### src/rtl/deco_exe_stage_reg_pkg.sv
// -----------------------------------------------------------------------------
// deco_exe_stage_reg_pkg
// Shared types for the decode->execute pipeline register:
//   deco_exe_cu_signals : control-unit bundle carried from decode into EX
//   CU_NOP_BUNDLE       : all-zero bundle used for bubbles and reset
//   trig_state_t        : state encoding of the trig occupancy FSM
// -----------------------------------------------------------------------------
package deco_exe_stage_reg_pkg;

    typedef struct packed {
        logic [3:0] aluControl;
        logic       trigControl;  // SIN/COS op, occupies EX for several cycles
        logic       regWrite;
        logic       memRead;
        logic       memWrite;
        logic       memToReg;
        logic       aluSrc;
        logic       branch;
    } deco_exe_cu_signals;

    localparam deco_exe_cu_signals CU_NOP_BUNDLE = '0;

    typedef enum logic [1:0] {
        TRIG_IDLE = 2'd0,
        TRIG_BUSY = 2'd1,
        TRIG_DONE = 2'd2
    } trig_state_t;

endpackage

### src/rtl/deco_exe_stage_reg_if.sv
// -----------------------------------------------------------------------------
// deco_exe_stage_reg_if
// Bundles the decode-side payload (inputs to the stage register) and the
// EX-side registered payload (outputs of the stage register).
//   master : the decode stage / environment (drives *_i, observes *_o)
//   slave  : the stage register (observes *_i, drives *_o)
//
// Handshake: de_valid_i qualifies the decode payload in the cycle it is high.
// The register accepts it on a rising edge only when no flush, no stall and no
// trig occupancy is active (trig_busy_o low); otherwise decode must hold it.
// ex_valid_o qualifies the EX payload and has no ready of its own: EX always
// consumes what the register presents.
// -----------------------------------------------------------------------------
interface deco_exe_stage_reg_if #(
    parameter int DATA_W = 32,
    parameter int REG_AW = 4
) ();
    import deco_exe_stage_reg_pkg::*;

    // decode side
    logic               de_valid_i;
    deco_exe_cu_signals cu_i;
    logic [DATA_W-1:0]  rd1_i;
    logic [DATA_W-1:0]  rd2_i;
    logic [DATA_W-1:0]  imm_i;
    logic [REG_AW-1:0]  rd_addr_i;
    logic [DATA_W-1:0]  pc_i;

    // execute side
    logic               ex_valid_o;
    deco_exe_cu_signals cu_o;
    logic [DATA_W-1:0]  rd1_o;
    logic [DATA_W-1:0]  rd2_o;
    logic [DATA_W-1:0]  imm_o;
    logic [REG_AW-1:0]  rd_addr_o;
    logic [DATA_W-1:0]  pc_o;

    modport master (
        output de_valid_i, cu_i, rd1_i, rd2_i, imm_i, rd_addr_i, pc_i,
        input  ex_valid_o, cu_o, rd1_o, rd2_o, imm_o, rd_addr_o, pc_o
    );

    modport slave (
        input  de_valid_i, cu_i, rd1_i, rd2_i, imm_i, rd_addr_i, pc_i,
        output ex_valid_o, cu_o, rd1_o, rd2_o, imm_o, rd_addr_o, pc_o
    );

endinterface

### src/rtl/deco_exe_stage_reg_trig_occupancy_fsm.sv
// -----------------------------------------------------------------------------
// trig_occupancy_fsm
// Keeps a trig op resident in EX for TRIG_LAT cycles: TRIG_LAT-1 BUSY cycles
// followed by one DONE cycle.
//   clk, rst_n : clock, async active-low reset
//   i_flush    : abort any in-flight op, return to IDLE
//   i_start    : a valid trig op is being loaded into EX this edge
//   o_busy     : Moore decode of BUSY, back-pressures decode/fetch
//   o_done     : Moore decode of DONE, write-back enable for the trig result
//   o_state    : current state for observation
// TRIG_LAT must be >= 2.
// -----------------------------------------------------------------------------
module trig_occupancy_fsm
    import deco_exe_stage_reg_pkg::*;
#(
    parameter int TRIG_LAT = 4
) (
    input  logic        clk,
    input  logic        rst_n,
    input  logic        i_flush,
    input  logic        i_start,
    output logic        o_busy,
    output logic        o_done,
    output trig_state_t o_state
);

    localparam int CNT_W = $clog2(TRIG_LAT);
    localparam logic [CNT_W-1:0] CNT_START = CNT_W'(TRIG_LAT - 2);

    trig_state_t      r_state;
    trig_state_t      w_state_nxt;
    logic [CNT_W-1:0] r_cnt;
    logic [CNT_W-1:0] w_cnt_nxt;

    always_ff @(posedge clk or negedge rst_n) begin
        if (!rst_n) begin
            r_state <= TRIG_IDLE;
            r_cnt   <= '0;
        end else begin
            r_state <= w_state_nxt;
            r_cnt   <= w_cnt_nxt;
        end
    end

    always_comb begin
        w_state_nxt = r_state;
        w_cnt_nxt   = r_cnt;
        if (i_flush) begin
            w_state_nxt = TRIG_IDLE;
            w_cnt_nxt   = '0;
        end else begin
            case (r_state)
                // DONE accepts a new load like IDLE does, so a trig op loaded
                // on the DONE edge still gets its full occupancy.
                TRIG_IDLE, TRIG_DONE: begin
                    if (i_start) begin
                        w_state_nxt = TRIG_BUSY;
                        w_cnt_nxt   = CNT_START;
                    end else begin
                        w_state_nxt = TRIG_IDLE;
                    end
                end
                // Counts regardless of the hazard stall.
                TRIG_BUSY: begin
                    if (r_cnt == '0) begin
                        w_state_nxt = TRIG_DONE;
                    end else begin
                        w_cnt_nxt = r_cnt - CNT_W'(1);
                    end
                end
                default: begin
                    w_state_nxt = TRIG_IDLE;
                    w_cnt_nxt   = '0;
                end
            endcase
        end
    end

    assign o_busy  = (r_state == TRIG_BUSY);
    assign o_done  = (r_state == TRIG_DONE);
    assign o_state = r_state;

endmodule

### src/rtl/deco_exe_stage_reg.sv
// -----------------------------------------------------------------------------
// deco_exe_stage_reg
// Decode->execute pipeline register with flush (bubble), stall (hold) and
// multi-cycle occupancy for trig ops.
//   clk, rst_n   : clock, async active-low reset
//   stall_i      : hazard stall, hold EX contents
//   flush_i      : branch flush, load a bubble (highest priority)
//   bus (slave)  : decode payload in, registered EX payload out
//   trig_busy_o  : trig op occupying EX, decode must hold
//   trig_done_o  : last EX cycle of a trig op
//   o_dbg_state  : trig FSM state
// Update priority per edge: flush > (stall | trig_busy) > load.
// -----------------------------------------------------------------------------
module deco_exe_stage_reg
    import deco_exe_stage_reg_pkg::*;
#(
    parameter int DATA_W   = 32,
    parameter int REG_AW   = 4,
    parameter int TRIG_LAT = 4
) (
    input  logic                 clk,
    input  logic                 rst_n,
    input  logic                 stall_i,
    input  logic                 flush_i,
    deco_exe_stage_reg_if.slave  bus,
    output logic                 trig_busy_o,
    output logic                 trig_done_o,
    output trig_state_t          o_dbg_state
);

    deco_exe_cu_signals r_cu;
    logic [DATA_W-1:0]  r_rd1;
    logic [DATA_W-1:0]  r_rd2;
    logic [DATA_W-1:0]  r_imm;
    logic [REG_AW-1:0]  r_rd_addr;
    logic [DATA_W-1:0]  r_pc;
    logic               r_ex_valid;

    logic w_load;
    logic w_bubble;
    logic w_trig_start;

    assign w_load       = !flush_i && !(stall_i || trig_busy_o);
    // An invalid decode slot loads as a bubble even if its bundle looks like
    // a trig op, so garbage can never start the occupancy FSM.
    assign w_bubble     = flush_i || (w_load && !bus.de_valid_i);
    assign w_trig_start = w_load && bus.de_valid_i && bus.cu_i.trigControl;

    always_ff @(posedge clk or negedge rst_n) begin
        if (!rst_n) begin
            r_cu       <= CU_NOP_BUNDLE;
            r_rd1      <= '0;
            r_rd2      <= '0;
            r_imm      <= '0;
            r_rd_addr  <= '0;
            r_pc       <= '0;
            r_ex_valid <= 1'b0;
        end else if (w_bubble) begin
            r_cu       <= CU_NOP_BUNDLE;
            r_rd1      <= '0;
            r_rd2      <= '0;
            r_imm      <= '0;
            r_rd_addr  <= '0;
            r_pc       <= '0;
            r_ex_valid <= 1'b0;
        end else if (w_load) begin
            r_cu       <= bus.cu_i;
            r_rd1      <= bus.rd1_i;
            r_rd2      <= bus.rd2_i;
            r_imm      <= bus.imm_i;
            r_rd_addr  <= bus.rd_addr_i;
            r_pc       <= bus.pc_i;
            r_ex_valid <= 1'b1;
        end
    end

    assign bus.cu_o       = r_cu;
    assign bus.rd1_o      = r_rd1;
    assign bus.rd2_o      = r_rd2;
    assign bus.imm_o      = r_imm;
    assign bus.rd_addr_o  = r_rd_addr;
    assign bus.pc_o       = r_pc;
    assign bus.ex_valid_o = r_ex_valid;

    trig_occupancy_fsm #(
        .TRIG_LAT (TRIG_LAT)
    ) u_trig_fsm (
        .clk     (clk),
        .rst_n   (rst_n),
        .i_flush (flush_i),
        .i_start (w_trig_start),
        .o_busy  (trig_busy_o),
        .o_done  (trig_done_o),
        .o_state (o_dbg_state)
    );

endmodule

### src/flat_wrapper.sv
// flat-port wrapper written by rule: the top's interface ports become plain ports
module deco_exe_stage_reg_flat import deco_exe_stage_reg_pkg::*;
#(
    parameter int DATA_W   = 32,
    parameter int REG_AW   = 4,
    parameter int TRIG_LAT = 4
)
  (clk, rst_n, stall_i, flush_i, trig_busy_o, trig_done_o, o_dbg_state, bus_de_valid_i, bus_cu_i, bus_rd1_i, bus_rd2_i, bus_imm_i, bus_rd_addr_i, bus_pc_i, bus_ex_valid_o, bus_cu_o, bus_rd1_o, bus_rd2_o, bus_imm_o, bus_rd_addr_o, bus_pc_o);
  deco_exe_stage_reg_if #(.DATA_W(DATA_W), .REG_AW(REG_AW)) bus_i ();
  input  logic clk;
  input  logic rst_n;
  input  logic stall_i;
  input  logic flush_i;
  output logic trig_busy_o;
  output logic trig_done_o;
  output trig_state_t o_dbg_state;
  input wire logic [$bits(bus_i.de_valid_i)-1:0] bus_de_valid_i;
  input wire logic [$bits(bus_i.cu_i)-1:0] bus_cu_i;
  input wire logic [$bits(bus_i.rd1_i)-1:0] bus_rd1_i;
  input wire logic [$bits(bus_i.rd2_i)-1:0] bus_rd2_i;
  input wire logic [$bits(bus_i.imm_i)-1:0] bus_imm_i;
  input wire logic [$bits(bus_i.rd_addr_i)-1:0] bus_rd_addr_i;
  input wire logic [$bits(bus_i.pc_i)-1:0] bus_pc_i;
  output wire logic [$bits(bus_i.ex_valid_o)-1:0] bus_ex_valid_o;
  output wire logic [$bits(bus_i.cu_o)-1:0] bus_cu_o;
  output wire logic [$bits(bus_i.rd1_o)-1:0] bus_rd1_o;
  output wire logic [$bits(bus_i.rd2_o)-1:0] bus_rd2_o;
  output wire logic [$bits(bus_i.imm_o)-1:0] bus_imm_o;
  output wire logic [$bits(bus_i.rd_addr_o)-1:0] bus_rd_addr_o;
  output wire logic [$bits(bus_i.pc_o)-1:0] bus_pc_o;
  assign bus_i.de_valid_i = bus_de_valid_i;
  assign bus_i.cu_i = bus_cu_i;
  assign bus_i.rd1_i = bus_rd1_i;
  assign bus_i.rd2_i = bus_rd2_i;
  assign bus_i.imm_i = bus_imm_i;
  assign bus_i.rd_addr_i = bus_rd_addr_i;
  assign bus_i.pc_i = bus_pc_i;
  assign bus_ex_valid_o = bus_i.ex_valid_o;
  assign bus_cu_o = bus_i.cu_o;
  assign bus_rd1_o = bus_i.rd1_o;
  assign bus_rd2_o = bus_i.rd2_o;
  assign bus_imm_o = bus_i.imm_o;
  assign bus_rd_addr_o = bus_i.rd_addr_o;
  assign bus_pc_o = bus_i.pc_o;
  deco_exe_stage_reg #(.DATA_W(DATA_W), .REG_AW(REG_AW), .TRIG_LAT(TRIG_LAT)) u_core (.clk(clk), .rst_n(rst_n), .stall_i(stall_i), .flush_i(flush_i), .bus(bus_i), .trig_busy_o(trig_busy_o), .trig_done_o(trig_done_o), .o_dbg_state(o_dbg_state));
endmodule
### config.mk
export PLATFORM = sky130hd
export DESIGN_NAME = deco_exe_stage_reg_flat
export DESIGN_NICKNAME = d
export VERILOG_FILES = /design/src/rtl/deco_exe_stage_reg_pkg.sv /design/src/rtl/deco_exe_stage_reg_if.sv /design/src/rtl/deco_exe_stage_reg_trig_occupancy_fsm.sv /design/src/rtl/deco_exe_stage_reg.sv /design/src/flat_wrapper.sv
export SDC_FILE = /design/constraint.sdc
export NUM_CORES = 1
export LEC_CHECK = 0
export CORE_MARGIN = 1
export CORE_UTILIZATION = 41
export DETAILED_ROUTE_END_ITERATION = 6
export PLACE_DENSITY = 0.92
export SETUP_SLACK_MARGIN = 0.2
export SKIP_CTS_REPAIR_TIMING = 1
export SLEW_MARGIN = 15
export SYNTH_ARGS = -nofsm -noshare
export SYNTH_HDL_FRONTEND = slang
export SYNTH_SLANG_ARGS = --single-unit
### constraint.sdc
create_clock -name clk -period 4.4 [get_ports clk]
set_clock_uncertainty 0.2 [all_clocks]
set_input_delay 0.44 -clock clk [delete_from_list [all_inputs] [get_ports clk]]
set_output_delay 0.44 -clock clk [all_outputs]
set_load 0.01 [all_outputs]
# Word-level counts from Yosys, hierarchy flattened
# Cells that the tools add are included.
dict set report totals {
  reg_bits 148
  input_bits 148
  out_inout_bits 148
  elab_cells 58
}
dict set report op_classes {
  add_sub_neg 1
  eq_ne 5
  mux 22
  reduce_logical 14
}
# cell count
set op_table {}
lappend op_table {{32-bit two-way mux} 8}
lappend op_table {{11-bit two-way mux} 2}
lappend op_table {{2-bit two-way mux} 5}
lappend op_table {{3-bit != test (second input constant)} 3}
lappend op_table {{4-bit two-way mux} 2}
lappend op_table {{2-bit case mux with 2 select lines} 2}
lappend op_table {{1-bit logical AND} 4}
lappend op_table {{2-bit logical NOT} 2}
lappend op_table {{1-bit logical NOT} 3}
lappend op_table {{1-bit two-way mux} 3}
lappend op_table {{2-bit by 1-bit equality test with 1-bit output (second input constant)} 1}
lappend op_table {{2-bit equality test (second input constant)} 1}
lappend op_table {{1-bit logical OR} 2}
lappend op_table {{2-bit AND reduction} 1}
lappend op_table {{2-bit nonzero test} 1}
lappend op_table {{2-bit OR reduction} 1}
lappend op_table {{2-bit by 1-bit subtractor with 2-bit output (second input constant)} 1}

# Logic depth before layout (Yosys ltp)
# Gate-level depths: netlist of the first run.
dict set report logic_depth {
  depth_word 9
  ltp_mapped 7
  ltp_nobuf 5
}

# Cells and area by module
# From an unflattened synthesis of the first run, not the netlist that was laid out.
dict set report hier_totals {
  hier_cells 696
  area_unflattened_um2 7453.4
}
# module n_inst cells_per_inst area_per_inst_um2 seq_area_each_um2
set by_module_without_submodules {}
lappend by_module_without_submodules {deco_exe_stage_reg 1 673 7230.7 3603.5}
lappend by_module_without_submodules {trig_occupancy_fsm 1 23 222.7 100.1}

# Worst setup path before layout of the first run
# OpenSTA, ideal clock, no wires.
dict set report synth_timing {
  kind {register -> register}
  from {register u_core.u_trig_fsm.r_state[0] (netlist: u_core.u_trig_fsm.o_state[0])}
  to {register u_core.r_imm[0] (netlist: u_core.bus.imm_o[0])}
  setup_time_ns 0.065
  arrival_time_ns 1.394
  t_required_ns 4.135
  setup_slack_ns 2.740
  path_stages_with_launch 8
  n_path_buf 3
  synth_period_minus_slack_ns 1.660
  cell_sequence {dfrtp_1 nand2b_4 inv_2 nor4b_2 buf_4 buf_6 buf_6 a22o_1}
}
dict set report synth_via {
  elab_chain_len 7
  elab_cells_between_ends 8
  cone_classes {eq/ne: 1; mux: 1; reduce/logical: 6}
}
# element line
set synth_lines {}
lappend synth_lines {{start, declared} deco_exe_stage_reg_trig_occupancy_fsm.sv:30} ;# trig_state_t r_state;
lappend synth_lines {{start signal, assigned} deco_exe_stage_reg_trig_occupancy_fsm.sv:40} ;# r_state <= w_state_nxt;
lappend synth_lines {{2-bit by 1-bit equality test with 1-bit output *} deco_exe_stage_reg_trig_occupancy_fsm.sv:79} ;# assign o_busy = (r_state == TRIG_BUSY);
lappend synth_lines {{named net trig_busy_o} flat_wrapper.sv:14} ;# output logic trig_busy_o;
lappend synth_lines {{1-bit logical OR *} deco_exe_stage_reg.sv:43} ;# assign w_load = !flush_i && !(stall_i || trig_busy_o);
lappend synth_lines {{1-bit logical NOT *} deco_exe_stage_reg.sv:43}
lappend synth_lines {{1-bit logical AND *} deco_exe_stage_reg.sv:43}
lappend synth_lines {{1-bit logical AND} deco_exe_stage_reg.sv:46} ;# assign w_bubble = flush_i || (w_load && !bus.de_valid_i);
lappend synth_lines {{1-bit logical OR} deco_exe_stage_reg.sv:46}
lappend synth_lines {{32-bit two-way mux / 2-bit nonzero test (equally long branches)} n/a}
lappend synth_lines {{end signal, assigned} deco_exe_stage_reg.sv:70} ;# r_imm <= bus.imm_i;
lappend synth_lines {{end, declared} deco_exe_stage_reg.sv:34} ;# logic [DATA_W-1:0] r_imm;
# The timed path passes the listed nets; every way through them passes the cells marked *.
# A chain may end at the register's enable or synchronous reset.

# Worst setup path after layout of the first run
dict set report layout_timing {
  from {input stall_i}
  to {register u_core.r_imm[14] (netlist: u_core.bus.imm_o[14])}
}
dict set report layout_via {
  elab_chain_len 6
  elab_cells_between_ends 7
  cone_classes {mux: 1; reduce/logical: 6}
}
# element line
set layout_lines {}
lappend layout_lines {{start, declared} flat_wrapper.sv:12} ;# input logic stall_i;
lappend layout_lines {{1-bit logical OR *} deco_exe_stage_reg.sv:43}
lappend layout_lines {{1-bit logical NOT *} deco_exe_stage_reg.sv:43}
lappend layout_lines {{1-bit logical AND *} deco_exe_stage_reg.sv:43}
lappend layout_lines {{1-bit logical AND} deco_exe_stage_reg.sv:46}
lappend layout_lines {{1-bit logical OR} deco_exe_stage_reg.sv:46}
lappend layout_lines {{32-bit two-way mux / 2-bit nonzero test (equally long branches)} n/a}
# Mark *: on every way between the ends. The rest lies on a longest branch, timed or not.

==> results.tsv, run 1 <==
stage	metric	value	unit
global_routing	initial antenna violation count	0	
yosys	sequential area share after synthesis	0.696	
setup_path	reg-to-reg startpoint	u_core.u_trig_fsm.o_state[1]	
setup_path	length in cells of the worst reg-to-reg path	4	
sta	Rel. slew slack	0.460	
setup_path	category of the most critical setup path	input pin to register	
setup_path	Data required, critical path	4540	ps
place	number of port buffers	295	
clock_network	clock buffer count from CTS	17	
setup_path	register-to-register setup slack	2020	ps
detailed_routing	Detailed Routing Iterations Pass 1	4	
cells_and_area	fin nets	784	
sta	number of pins exceeding their max-slew limit in the final report	0	
clock_network	number of clock sinks	148	
setup_path	capture point of the worst reg-to-reg path	u_core.bus.imm_o[14]	
detailed_routing	wire length per cell after detailed routing	19.9	µm
detailed_routing	Initial DRC Count	285	
sta	worst hold slack after final layout	303	ps
yosys	combined area of all synthesized cells	5320	µm²
global_routing	All-Layer GR Usage	0.240	
hold_path	number of cells traversed by the worst hold path	1	
clock_network	later-pin clock latency in the skew report	410	ps
cells_and_area	ratio of cells with drive above 1 in the final layout	0.0604	
sta	final sum of negative setup slack	0	ps
detailed_routing	DRC violations left	0	
place	# placed instances	787	
floorplan	number of placed I/O pins	296	
clock_network	largest buffer count on any clock path	2	
floorplan	area inside the core boundary	12600	µm²
global_routing	number of global-route vias before repair	4401	
global_routing	global-route wire length before repair	23.6	mm
sta	Hold Fails Final Rpt	0	
place	weighted congestion reported at the end of routability-driven placement	0.761	
clock_network	Clk pin slew, worst setup/hold paths	60	ps
cells_and_area	number of diodes added for antenna fixing	0	
yosys	count of synthesis-stage warnings from yosys	0	
sta	Max Clock Freq	409	MHz
sta	minimum clock period	2450	ps
cells_and_area	Fillers	840	
detailed_routing	Vias per Instance	5.30	
clock_network	TritonCTS clock tree	yes	
floorplan	initial core utilization	0.422	
setup_path	arrival time at the worst endpoint	2590	ps
detailed_routing	total number of vias	4339	
floorplan	horizontal extent of the die	116	µm
floorplan	std cell rows	41	
yosys	Syn Area/Cell	15.4	µm²
power_and_ir_drop	Worst VDD drop	0.251	mV
detailed_routing	remaining number of nets flagged by the antenna check after routing	0	
sta	post-route clock period utilization	0.556	
cells_and_area	layout overhead on the synthesized area	68.0	%
global_routing	maximum number of pins on one net before global-route repair	74	
detailed_routing	final routed wirelength across all metal layers	16.3	mm
place	estimated wirelength of the detail-placed design	11.0	mm
sta	endpoints failing setup	0	
global_routing	Remaining Overflow, GRT	0	
yosys	count of unique library cells instantiated by Yosys	23	
power_and_ir_drop	cell area power density	365	nW/µm²
cells_and_area	count of non-filler cells in the finished layout	818	
setup_path	kind of start point of the critical path	input pin	
setup_path	biggest fanout along the worst timing path	46	
floorplan	Die Outline Area	13400	µm²
yosys	synthesized net count	494	
yosys	instance count of the mapped netlist	345	
yosys	fraction of post-synthesis cell area in the top cell type by area	0.696	
yosys	number of flip-flops and latches in the synthesized netlist	148	
hold_path	hold path startpoint	u_core.bus.cu_o[2]	
hold_path	end point of the most critical hold path	u_core.bus.cu_o[2]	
power_and_ir_drop	Pwr Total	3.26	mW
floorplan	vertical extent of the die	116	µm
clock_network	number of H-tree levels	4	
yosys	synth top area cells	dfrtp_1 (70%), a22o_1 (24%), buf_6 (1.5%), buf_2 (1.2%), clkbuf_1 (0.56%)	
sta	RSZ-0062 raised after global routing	no	
hold_path	Tightest Hold Check Type	register to register	
sta	Tightest Pin Transition	808	ps
power_and_ir_drop	Static Leakage	3.99	nW
setup_path	capturing element type of the critical path	register	
cells_and_area	area of the multi-input gates	1420	µm²
cells_and_area	sequential standard cell area	3700	µm²
yosys	top cell type by total area after synthesis	dfrtp_1	
cells_and_area	final design utilization	0.708	
clock_network	root buffer cell	clkbuf_16	
job	max-cap check violation count	0	
status	status	complete, no violations	
## cells by family after synthesis
group                      share of synthesized area
adders and majority gates                    0.00235
and+or+nand+nor                               0.0153
buffers and inverters                         0.0397
DFF                                            0.696
AOI/OAI and AO/OA                              0.247
## per-stage QoR
stage          area, µm²  setup slack (ps)
6_report            8940              1950
5_1_grt             8940              1860
4_1_cts             8930              1990
3_5_place_dp        8360              1580
3_3_place_gp        8360              1710
2_1_floorplan       5320              2740
## cell usage after synthesis, drive strengths merged
master,count
dfrtp,148
a22o,143
buf,23
clkbuf,8
inv,4
nor2,3
a21oi,2
nand3b,2
nor2b,2
a211o,1
a21o,1
a221oi,1
and2,1
ha,1
nand2b,1
nor3b,1
nor4b,1
o21ai,1
o22a,1
## registers in the layout, summed over array words and instances (netlist names)
signal / count
u_core.bus.imm_o: 32
u_core.bus.pc_o: 32
u_core.bus.rd1_o: 32
u_core.bus.rd2_o: 32
u_core.bus.cu_o: 11
u_core.bus.rd_addr_o: 4
u_core.u_trig_fsm.o_state: 2
u_core.u_trig_fsm.r_cnt: 2
u_core.bus.ex_valid_o: 1
## power by group
group	total, mW	internal, mW	switching (mW)
registers	1.45	1.42	0.0346
clock network	1.40	0.855	0.544
logic	0.414	0.251	0.163
## worst max path at each step
stage / to / cells past startpoint / start / slack, ps
2_1_floorplan: u_core.bus.imm_o[0] / 7 / u_core.u_trig_fsm.o_state[0] / 2740
3_3_place_gp: u_core.bus.imm_o[8] / 5 / stall_i / 1710
3_5_place_dp: u_core.bus.imm_o[14] / 5 / stall_i / 1580
4_1_cts: u_core.bus.imm_o[14] / 5 / stall_i / 1990
5_1_grt: u_core.bus.imm_o[14] / 5 / stall_i / 1860
6_report: u_core.bus.imm_o[14] / 5 / stall_i / 1950
## final cells by class
type | count | area share
flip-flops and latches | 148 | 0.414
repair buffers | 302 | 0.338
multi-input cells | 162 | 0.158
clock buffers | 21 | 0.0515
well taps | 172 | 0.0241
clock inverters | 9 | 0.0119
inverters | 4 | 0.00168
## metal layers
layer  vias to the layer above  share of wire  global-route usage
met5                         -              0                   0
met4                         0          0.026               0.113
met3                        36           0.10              0.0941
met2                       243           0.49               0.388
met1                      2156           0.38               0.280
li1                       1904              -                   -
## placed cells by master, fill, tap and decap left out
cell type	instances
a211o_1	1
a21o_1	1
a21oi_1	1
a21oi_4	1
a221oi_1	1
a22o_1	143
and2_1	1
buf_12	1
buf_4	5
buf_6	1
bufinv_16	2
clkbuf_1	2
clkbuf_16	17
clkbuf_8	2
clkdlybuf4s50_1	294
clkinv_2	3
clkinv_4	1
clkinvlp_4	3
dfrtp_1	148
dlygate4sd3_1	1
ha_1	1
inv_1	3
inv_2	1
nand2b_4	1
nand3b_1	2
nor2_1	3
nor2b_1	2
nor3b_1	1
nor4b_4	1
o21ai_0	1
o22a_1	1
## worst max-delay path, stage by stage
cell and delay [ps]:
clkdlybuf4s50_1 560, inv_1 100, a21oi_4 660, buf_4 550, a22o_1 250
Note: power is estimated with default switching activity, not from simulation.
==> run 2: changes to the inputs <==
Settings changed: CORE_UTILIZATION 41 to 35, PLACE_DENSITY 0.92 to 0.84.
Clock period 4.4 ns to 2.2 ns, I/O delays scaled along.
==> run 2 against run 1 <==
Against the previous run:
- the run now ends with DRC left
- wire length decreased by 7.9%
- non-clock buffer count increased by 2
- global-route usage decreased by 4.1 points
- first-iteration DRC count decreased by 17%
- flip-flop and latch count unchanged
- setup slack got worse by 1600 ps
- register-to-register slack got worse by 1700 ps
- via count decreased by 3.6%
- final cell count increased by 2.0%
==> results.tsv, run 2 (same netlist as run 1, synthesis figures left out) <==
stage	metric	value	unit
sta	final sum of negative setup slack	0	ps
clock_network	number of H-tree levels	4	
place	post-placement cell area	8450	µm²
clock_network	root buffer cell	clkbuf_16	
setup_path	kind of start point of the critical path	register	
floorplan	vertical extent of the die	125	µm
detailed_routing	DRC violations left	23	
power_and_ir_drop	Switching Power	1.52	mW
cells_and_area	Fillers	1063	
status	violations in the final reports	DRC	
detailed_routing	total number of vias	4183	
cells_and_area	number of diodes added for antenna fixing	0	
detailed_routing	wire length per cell after detailed routing	18.0	µm
power_and_ir_drop	logic gate share of total power	0.122	
hold_path	Tightest Hold Check Type	input pin to asynchronous set/reset pin	
sta	Hold Fails Final Rpt	0	
floorplan	area inside the core boundary	14700	µm²
setup_path	Data required, critical path	2340	ps
global_routing	Remaining Overflow, GRT	0	
sta	Max Clock Freq	533	MHz
setup_path	category of the most critical setup path	register to register	
global_routing	All-Layer GR Usage	0.199	
floorplan	Die Outline Area	15700	µm²
power_and_ir_drop	Worst VDD drop	0.484	mV
status	status	finished, violations left	
power_and_ir_drop	sequential group share of total power	0.423	
sta	post-route clock period utilization	0.853	
cells_and_area	fin nets	786	
detailed_routing	Detailed Routing Iterations Pass 1	6	
setup_path	Critical Path Source	u_core.u_trig_fsm.o_state[1]	
setup_path	arrival time at the worst endpoint	2020	ps
detailed_routing	Initial DRC Count	237	
cells_and_area	final design instance area without fill	9110	µm²
sta	number of pins exceeding their max-slew limit in the final report	0	
place	number of port buffers	295	
power_and_ir_drop	internal power summed over all cells	5.34	mW
clock_network	Clk pin slew, worst setup/hold paths	60	ps
floorplan	std cell rows	44	
setup_path	capturing element type of the critical path	register	
cells_and_area	layout overhead on the synthesized area	71.3	%
cells_and_area	ratio of cells with drive above 1 in the final layout	0.0692	
clock_network	number of clock sinks	148	
floorplan	number of placed I/O pins	296	
clock_network	largest buffer count on any clock path	2	
sta	minimum clock period	1880	ps
clock_network	clock buffer count from CTS	17	
setup_path	reg-to-reg startpoint	u_core.u_trig_fsm.o_state[1]	
job	max-cap check violation count	0	
sta	endpoints failing setup	0	
cells_and_area	commonest non-fill, non-tap cell in the layout	clkdlybuf4s50_1	
global_routing	number of global-route vias before repair	4463	
power_and_ir_drop	Static Leakage	4.09	nW
floorplan	horizontal extent of the die	125	µm
power_and_ir_drop	cell area power density	753	nW/µm²
place	estimated wirelength of the detail-placed design	10.4	mm
global_routing	global-route wire length before repair	24.2	mm
clock_network	later-pin clock latency in the skew report	420	ps
cells_and_area	sequential standard cell area	3700	µm²
cells_and_area	most used cells in the layout excluding fill and tap cells	clkdlybuf4s50_1 (292), dfrtp_1 (147), a22o_1 (143)	
detailed_routing	remaining number of nets flagged by the antenna check after routing	0	
sta	Tightest Pin Transition	483	ps
setup_path	biggest fanout along the worst timing path	74	
cells_and_area	area of the multi-input gates	1420	µm²
place	weighted congestion reported at the end of routability-driven placement	0.781	
floorplan	initial core utilization	0.362	
sta	Rel. slew slack	0.678	
sta	RSZ-0062 raised after global routing	no	
power_and_ir_drop	clock network fraction of design power	0.456	
clock_network	TritonCTS clock tree	yes	
global_routing	maximum number of pins on one net before global-route repair	77	
setup_path	length in cells of the worst reg-to-reg path	5	
detailed_routing	Vias per Instance	5.02	
power_and_ir_drop	net switching fraction of the power	0.222	
detailed_routing	final routed wirelength across all metal layers	15.0	mm
global_routing	initial antenna violation count	0	
==> run 2: changes by cell type in the layout (fill, tap and decap cells not counted), moves of 2 or more <==
cell / delta
clkdlybuf4s50_1: -2
buf_4: -3
bufinv_16: +2
dlymetal6s2s_1: +2
buf_12: +5
clkinv_2: -2
==> run 2: metrics by stage <==
| step | hold slack [ps] | total power, mW | std cells | utilization | setup slack, ps |
|---|---|---|---|---|---|
| 6_report | 118 | 6.86 | 834 | 0.620 | 323 |
| 5_1_grt | 155 | 7.12 | 834 | 0.620 | 217 |
| 4_1_cts | -450 | 6.94 | 833 | 0.619 | 78.9 |
| 3_5_place_dp | 4.00 | 3.78 | 801 | 0.575 | 198 |
| 3_3_place_gp | -4.01 | 3.76 | 801 | 0.575 | 269 |
| 2_1_floorplan | -276 | 3.18 | 345 | - | 540 |
==> run 2: worst paths after layout <==
| kind | endpoint | slack, ps |
|---|---|---|
| worst max-delay path | u_core.bus.rd2_o[7] | 320 |
| worst min-delay path | u_core.bus.cu_o[6] | 120 |
| worst max register to register | u_core.bus.rd2_o[7] | 320 |
| worst min register to register | u_core.bus.ex_valid_o | 280 |
| max in group asynchronous | u_core.bus.imm_o[23] | 1060 |
| min in group clk | u_core.bus.rd1_o[31] | 200 |
==> run 2: area by class of cell <==
type,count,area share
Sequential cell,148,0.407
Timing Repair Buffer,304,0.341
Multi-Input combinational cell,162,0.155
Clock buffer,21,0.0516
Tap cell,184,0.0253
Clock inverter,11,0.0191
Inverter,4,0.00165
==> run 2: per-layer routing <==
metal / GRT usage / routed length, µm / vias to the layer above
met5: 0 / 0 / -
met2: 0.318 / 7190 / 209
met1: 0.252 / 6340 / 2043
li1: - / - / 1914
met3: 0.0702 / 1270 / 17
met4: 0.0646 / 174 / 0
==> run 2: power groups by stage <==
stage | registers [mW] | logic [mW] | clock network (mW)
finish | 2.90 | 0.834 | 3.13
global route | 2.91 | 0.891 | 3.32
CTS | 2.90 | 0.842 | 3.20
detailed placement | 2.94 | 0.839 | 0
global placement | 2.94 | 0.817 | 0
floorplan | 2.99 | 0.191 | 0
==> run 2: critical path, cell delays in order, from the launching register on <==
cell and delay (ps):
dfrtp_1 400, nand2b_4 190, inv_2 70, nor4b_4 350, buf_12 340, a22o_1 210
